===== src/rtl/tac_pkg.sv =====
// tac_pkg: opcodes, subcodes, reset values and helpers shared by the TAC blocks
package tac_pkg;
  localparam logic [3:0] OP_READ  = 4'd0;
  localparam logic [3:0] OP_WRITE = 4'd1;
  localparam logic [3:0] OP_START = 4'd2;
  localparam logic [3:0] OP_STOP  = 4'd3;
  localparam logic [3:0] SUB_PERIOD = 4'd1;
  localparam logic [3:0] SUB_DELAY  = 4'd2;
  localparam logic [3:0] SUB_WIDTH  = 4'd3;
  localparam logic [3:0] SUB_COUNT  = 4'd4;
  localparam logic [3:0] SUB_SWEEP  = 4'd5;
  localparam logic [3:0] SUB_PEMIT  = 4'hb;
  localparam logic [3:0] SUB_BUSY   = 4'hc;
  localparam logic [15:0] PERIOD_RST = 16'd1000;
  localparam logic [6:0]  DELAY_RST  = 7'd0;
  localparam logic [3:0]  WIDTH_RST  = 4'd1;
  localparam logic [15:0] COUNT_RST  = 16'd0;
  localparam logic        SWEEP_RST  = 1'b0;
  typedef enum logic {ST_IDLE, ST_RUN} state_e;
  function automatic logic [15:0] eff_period(input logic [15:0] p);
    return (p < 16'd2) ? 16'd2 : p;
  endfunction
  function automatic logic [3:0] eff_width(input logic [3:0] w);
    return (w == 4'd0) ? 4'd1 : w;
  endfunction
endpackage


===== src/rtl/tac_pulse_window.sv =====
// tac_pulse_window: registered flag, high while phase lies in [start, start+width)
module tac_pulse_window (
  input  logic        clk_in,
  input  logic        rst_n_in,
  input  logic        en_in,
  input  logic [15:0] phase_in,
  input  logic [15:0] start_in,
  input  logic [15:0] width_in,
  output logic        pulse_out
);
  logic [16:0] end_d;
  logic        pulse_d, pulse_q;
  always_comb begin
    end_d   = {1'b0, start_in} + {1'b0, width_in};
    pulse_d = en_in && (phase_in >= start_in) && ({1'b0, phase_in} < end_d);
  end
  always_ff @(posedge clk_in or negedge rst_n_in)
    if (!rst_n_in) pulse_q <= 1'b0;
    else pulse_q <= pulse_d;
  assign pulse_out = pulse_q;
endmodule


===== src/rtl/tac_pulse_gen.sv =====
// tac_pulse_gen: emulated sync/photon pulse generator with command-driven config and readback
module tac_pulse_gen import tac_pkg::*; (
  input  logic        clk_in,
  input  logic        rst_n_in,
  input  logic        cmd_trig_in,
  input  logic [15:0] cmd_in,
  input  logic [15:0] data_in,
  output logic        sync_out,
  output logic        pmt_out,
  output logic        busy_out,
  output logic [15:0] wOutData0_out,
  output logic [15:0] wOutData1_out
);
  state_e      state_q, state_d;
  logic [15:0] period_q, period_d, count_q, count_d, phase_q, phase_d, eff_period_q, eff_period_d;
  logic [6:0]  delay_q, delay_d, act_delay_q, act_delay_d;
  logic [3:0]  width_q, width_d, eff_width_q, eff_width_d;
  logic        sweep_q, sweep_d;
  logic [31:0] pemit_q, pemit_d, rdata_q, rdata_d, pemit_inc, rsel;
  logic [3:0]  op, sub;
  logic        wr, rd, run, start, stop, wrap, terminal;
  logic        unused_cmd_bits;
  assign unused_cmd_bits = ^cmd_in[11:4];
  always_comb begin
    op        = cmd_in[15:12];
    sub       = cmd_in[3:0];
    wr        = cmd_trig_in && op == OP_WRITE;
    rd        = cmd_trig_in && op == OP_READ;
    run       = state_q == ST_RUN;
    start     = cmd_trig_in && op == OP_START && !run;
    stop      = cmd_trig_in && op == OP_STOP;
    period_d  = (wr && sub == SUB_PERIOD) ? data_in : period_q;
    delay_d   = (wr && sub == SUB_DELAY) ? data_in[6:0] : delay_q;
    width_d   = (wr && sub == SUB_WIDTH) ? data_in[3:0] : width_q;
    count_d   = (wr && sub == SUB_COUNT) ? data_in : count_q;
    sweep_d   = (wr && sub == SUB_SWEEP) ? data_in[0] : sweep_q;
    wrap      = run && phase_q == eff_period_q - 16'd1;
    pemit_inc = (pemit_q == 32'hFFFF_FFFF) ? pemit_q : pemit_q + 32'd1;
    terminal  = wrap && count_q != 16'd0 && pemit_inc == {16'd0, count_q};
    state_d      = state_q;
    phase_d      = phase_q;
    eff_period_d = eff_period_q;
    eff_width_d  = eff_width_q;
    act_delay_d  = act_delay_q;
    pemit_d      = pemit_q;
    if (start) begin
      state_d      = ST_RUN;
      phase_d      = 16'd0;
      eff_period_d = eff_period(period_q);
      eff_width_d  = eff_width(width_q);
      act_delay_d  = delay_q;
      pemit_d      = 32'd0;
    end else if (run) begin
      phase_d = wrap ? 16'd0 : phase_q + 16'd1;
      state_d = (stop || terminal) ? ST_IDLE : ST_RUN;
      if (wrap) begin
        eff_period_d = eff_period(period_q);
        eff_width_d  = eff_width(width_q);
        act_delay_d  = sweep_q ? act_delay_q + 7'd1 : delay_q;
        pemit_d      = pemit_inc;
      end
    end
    rsel = (sub == SUB_PERIOD) ? {16'd0, period_q} :
           (sub == SUB_DELAY)  ? {25'd0, act_delay_q} :
           (sub == SUB_WIDTH)  ? {28'd0, width_q} :
           (sub == SUB_COUNT)  ? {16'd0, count_q} :
           (sub == SUB_PEMIT)  ? pemit_q :
           (sub == SUB_BUSY)   ? {31'd0, run} : 32'd0;
    rdata_d = rd ? rsel : rdata_q;
  end
  always_ff @(posedge clk_in or negedge rst_n_in)
    if (!rst_n_in) begin
      state_q      <= ST_IDLE;
      period_q     <= PERIOD_RST;
      delay_q      <= DELAY_RST;
      width_q      <= WIDTH_RST;
      count_q      <= COUNT_RST;
      sweep_q      <= SWEEP_RST;
      phase_q      <= 16'd0;
      eff_period_q <= 16'd0;
      eff_width_q  <= 4'd0;
      act_delay_q  <= 7'd0;
      pemit_q      <= 32'd0;
      rdata_q      <= 32'd0;
    end else begin
      state_q      <= state_d;
      period_q     <= period_d;
      delay_q      <= delay_d;
      width_q      <= width_d;
      count_q      <= count_d;
      sweep_q      <= sweep_d;
      phase_q      <= phase_d;
      eff_period_q <= eff_period_d;
      eff_width_q  <= eff_width_d;
      act_delay_q  <= act_delay_d;
      pemit_q      <= pemit_d;
      rdata_q      <= rdata_d;
    end
  // Windows see next-cycle phase/shadows so the registered pulses line up with phase_q
  tac_pulse_window u_sync (
    .clk_in(clk_in), .rst_n_in(rst_n_in), .en_in(state_d == ST_RUN), .phase_in(phase_d),
    .start_in(16'd0), .width_in({12'd0, eff_width_d}), .pulse_out(sync_out)
  );
  tac_pulse_window u_pmt (
    .clk_in(clk_in), .rst_n_in(rst_n_in), .en_in(state_d == ST_RUN), .phase_in(phase_d),
    .start_in({9'd0, act_delay_d}), .width_in({12'd0, eff_width_d}), .pulse_out(pmt_out)
  );
  assign busy_out      = run;
  assign wOutData0_out = rdata_q[15:0];
  assign wOutData1_out = rdata_q[31:16];
endmodule


===== config.mk =====
export PLATFORM = sky130hd
export DESIGN_NAME = tac_pulse_gen
export DESIGN_NICKNAME = d
export VERILOG_FILES = /design/src/rtl/tac_pkg.sv /design/src/rtl/tac_pulse_window.sv /design/src/rtl/tac_pulse_gen.sv
export SDC_FILE = /design/constraint.sdc
export NUM_CORES = 1
export LEC_CHECK = 0
export ABC_AREA = 1
export CORE_ASPECT_RATIO = 0.8
export CORE_MARGIN = 4
export CORE_UTILIZATION = 40
export DETAILED_ROUTE_END_ITERATION = 7
export DONT_BUFFER_PORTS = 1
export GPL_TIMING_DRIVEN = 1
export HOLD_SLACK_MARGIN = 0.1
export PLACE_DENSITY_LB_ADDON = 0.1
export SLEW_MARGIN = 25
export SYNTH_ARGS = -nofsm -noshare
export SYNTH_HDL_FRONTEND = slang
export SYNTH_SLANG_ARGS = --single-unit
export TNS_END_PERCENT = 10

===== constraint.sdc =====
create_clock -name clk_in -period 12.2 [get_ports clk_in]
set_clock_uncertainty 0.2 [all_clocks]
set_input_delay 3.66 -clock clk_in [delete_from_list [all_inputs] [get_ports clk_in]]
set_output_delay 3.66 -clock clk_in [all_outputs]
set_load 0.03 [all_outputs]

==> key figures <==
Run status
  – Outcome: completed

Critical path
  – Startpoint Class: primary input
  – Kind of critical path: primary input to flip-flop
  – Max FO, Critical Path: 85
  – CP Data Required Time: ~12 ns
  – CP Capture Type: flip-flop
  – CP Data Arrival Time: ~8.0 ns

Synth
  – FF+latch count, synth: roughly 150
  – Synth area leader: dfrtp_1
  – Synth unique cells: 46
  – Register area share after synthesis: approximately two fifths
  – Top post-synthesis cells by area: dfrtp_1 (40%), nand2_1 (14%), o21ai_0 (7.0%)
  – Ys flop type: dfrtp_1
  – Post-synthesis area per instance: 7.31 um2
  – Top post-synthesis cells by count: nand2_1 (343), inv_1 (167), dfrtp_1 (147)
  – Count leader, synth: nand2_1
  – Yosys warns: 0
  – Post-synth EDFFs: 0
  – Ys async rst share: 100%
  – Syn nets: approximately 1300
  – Cell Area, Synth: 0.00931 mm2
  – Cell count after synthesis: between 1000 and 1500
  – Synth top area share: approximately two fifths

CTS
  – Sink Count: 154
  – H-Tree Depth: 4
  – CTS tree: yes
  – Clk_lat worst skew: between 0.4 and 0.5 ns
  – Bufs on Longest Clock Path: 2
  – Hold_buf cts: 0
  – Inserted Clock Buffers: 17
  – Root buf cell: clkbuf_16
  – CTS resizes: 0
  – Postcts setup bufs: 0
  – Clock transition at path regs: 0.07 ns

Route
  – Initial drt markers: 778
  – DRC Markers: 0
  – Vias: about 8000
  – Vias per cell: 5.19
  – Antenna Violating Nets Remaining: 0
  – Drt total wl: 27400 um
  – Routed length per instance: approximately 17 um
  – Pre-Repair DR Iteration Count: 5

Layout
  – Layout overhead on the synthesized area: 8.61%
  – N_diodes: 0
  – Final #Nets: 1320
  – Fraction of layout cells with a size suffix above 1: 5.50%
  – Post-route cell area: ~0.01 mm2

GRT
  – Total track usage: 21.9%
  – Global route overflow: 0
  – Global-route wire length before repair: roughly 43000 um
  – Pin count of the biggest net entering global routing: 155
  – Vias in the first global route: roughly 7600
  – Initial antenna violation count: 2

Timing
  – Hold Fails Final Rpt: 0
  – Unrepaired setup endpoints after global routing: false
  – Part of the cycle the worst path needs: 64.2%
  – Final setup violation count: 0
  – Final setup TNS: 0 ns
  – Final min period: ~7.8 ns
  – Max-slew headroom: 36.6%
  – Pins Over Slew Limit: 0
  – Peak Freq: ~130 MHz
  – Worst-Margin Slew: ~0.95 ns

Die
  – Io pins: 70
  – Area of the core: between 0.02 and 0.025 mm2
  – Row cnt: approximately 50
  – Vert. Die Dim: ~140 um
  – DIE WIDTH: 179 um
  – Starting Density: about 41%
  – Die footprint: 0.0258 mm2

Flow run
  – Max-cap viol count: 0

Hold path
  – Hold crit path type: flip-flop to flip-flop

Placement
  – Post-DP Area: approximately 0.0096 mm2
  – I/O Buffers: 0
  – Placer Congestion: between 0.8 and 0.9
  – HPWL Detailed: 20600 um

Power and ir drop
  – Total power per unit cell area: roughly 200 mW/mm2
  – P_leak: about 0.0049 uW
  – VDD IR-drop max: roughly 92 uV
[placed cells by master, fill, tap and decap left out, drive strengths merged, types with 2 or more instances in the layout]
master	instances
nand2	348
inv	173
dfrtp	147
o21ai	133
nor2	125
nand3	78
xor2	49
a21oi	29
ha	25
o22ai	20
nand4	18
clkbuf	18
nor3	15
o21a	11
xnor2	10
nor4	10
or2	10
o31ai	9
dfstp	7
buf	5
clkinv	5
o211ai	4
clkinvlp	4
and2	3
nand3b	3
o21bai	2
a221oi	2
a31oi	2
a221o	2
[kinds of logic after synthesis]
| kind of cell | share of synthesized area (%) |
|---|---|
| buffers and inverters | 8.57 |
| XOR/XNOR | 5.55 |
| adder cells (fa/ha/maj) | 3.36 |
| flip-flops | 41.5 |
| AO/OA/AOI/OAI | 13.2 |
| AND/OR/NAND/NOR | 27.8 |
[power by group]
group	internal [uW]	leakage, uW	switching (uW)
logic	274	0.00256	480
clock network	265	0.000258	238
registers	611	0.00203	141
[final timing paths]
| check | from | depth (start not counted) | endpoint | slack (ns) |
|---|---|---|---|---|
| worst max-delay path | cmd_in[15] | 23 | u_pmt.pulse_out | 4.37 |
| worst min-delay path | eff_period_q[15] | 2 | eff_period_q[15] | 0.30 |
| worst max register to register | busy_out | 25 | u_pmt.pulse_out | 5.95 |
| worst min register to register | eff_period_q[15] | 2 | eff_period_q[15] | 0.30 |
| max in group asynchronous | rst_n_in | 0 | period_q[3] | 8.77 |
| min in group asynchronous | rst_n_in | 0 | rdata_q[20] | 2.72 |
[per-layer routing]
| layer | routed length (um) | track usage [%] | vias up |
|---|---|---|---|
| met4 | 210 | 4.84 | 0 |
| met1 | 15000 | 36.4 | 3884 |
| met5 | 0 | 0 | - |
| li1 | - | - | 4098 |
| met2 | 10400 | 28.5 | 195 |
| met3 | 1740 | 4.47 | 17 |
[stage by stage]
stage	total power, uW	cells	hold WS (ns)	util (%)	setup slack, ns
3_3_place_gp	1490	1547	0.281	42.2	4.00
5_1_grt	2170	1579	0.324	44.6	4.01
6_report	2010	1579	0.299	44.6	4.37
3_5_place_dp	1500	1547	0.289	42.2	4.00
4_1_cts	2010	1579	0.307	44.6	4.45
2_1_floorplan	1290	1273	0.261	-	5.34
[critical path: stages]
cell	delay [ns]
nor2_1	0.08
inv_1	0.07
nor2_1	0.12
nand4_1	0.09
buf_4	0.23
nand2_4	0.68
inv_1	0.46
a221oi_1	0.57
ha_1	0.37
a21oi_1	0.18
inv_1	0.08
a21oi_1	0.15
xor2_1	0.17
ha_1	0.26
nand2_1	0.09
nor2_1	0.05
a211oi_1	0.18
nand2_1	0.10
nand3_1	0.07
nand2_1	0.07
nand3_1	0.07
nand2_1	0.05
nor2_1	0.09
[registers in the layout (all words and copies together) (netlist names)]
| name | flops |
|---|---|
| eff_width_q | 4 |
| width_q | 4 |
| delay_q | 7 |
| pemit_q | 32 |
| u_pmt.pulse_out | 1 |
| eff_period_q | 16 |
| period_q | 16 |
| busy_out | 1 |
| sweep_q | 1 |
| rdata_q | 32 |
| u_sync.pulse_out | 1 |
| count_q | 16 |
| act_delay_q | 7 |
| phase_q | 16 |
[cell type report]
cell class	instances	area [um2]
clock inverter	14	115
clock buffer	18	429
timing repair buffer	5	37.5
sequential	154	3860
inverter	168	631
multi-input combinational	914	4660
tap	306	383
fill	2413	12600
Note: power is estimated with default switching activity, not from simulation.
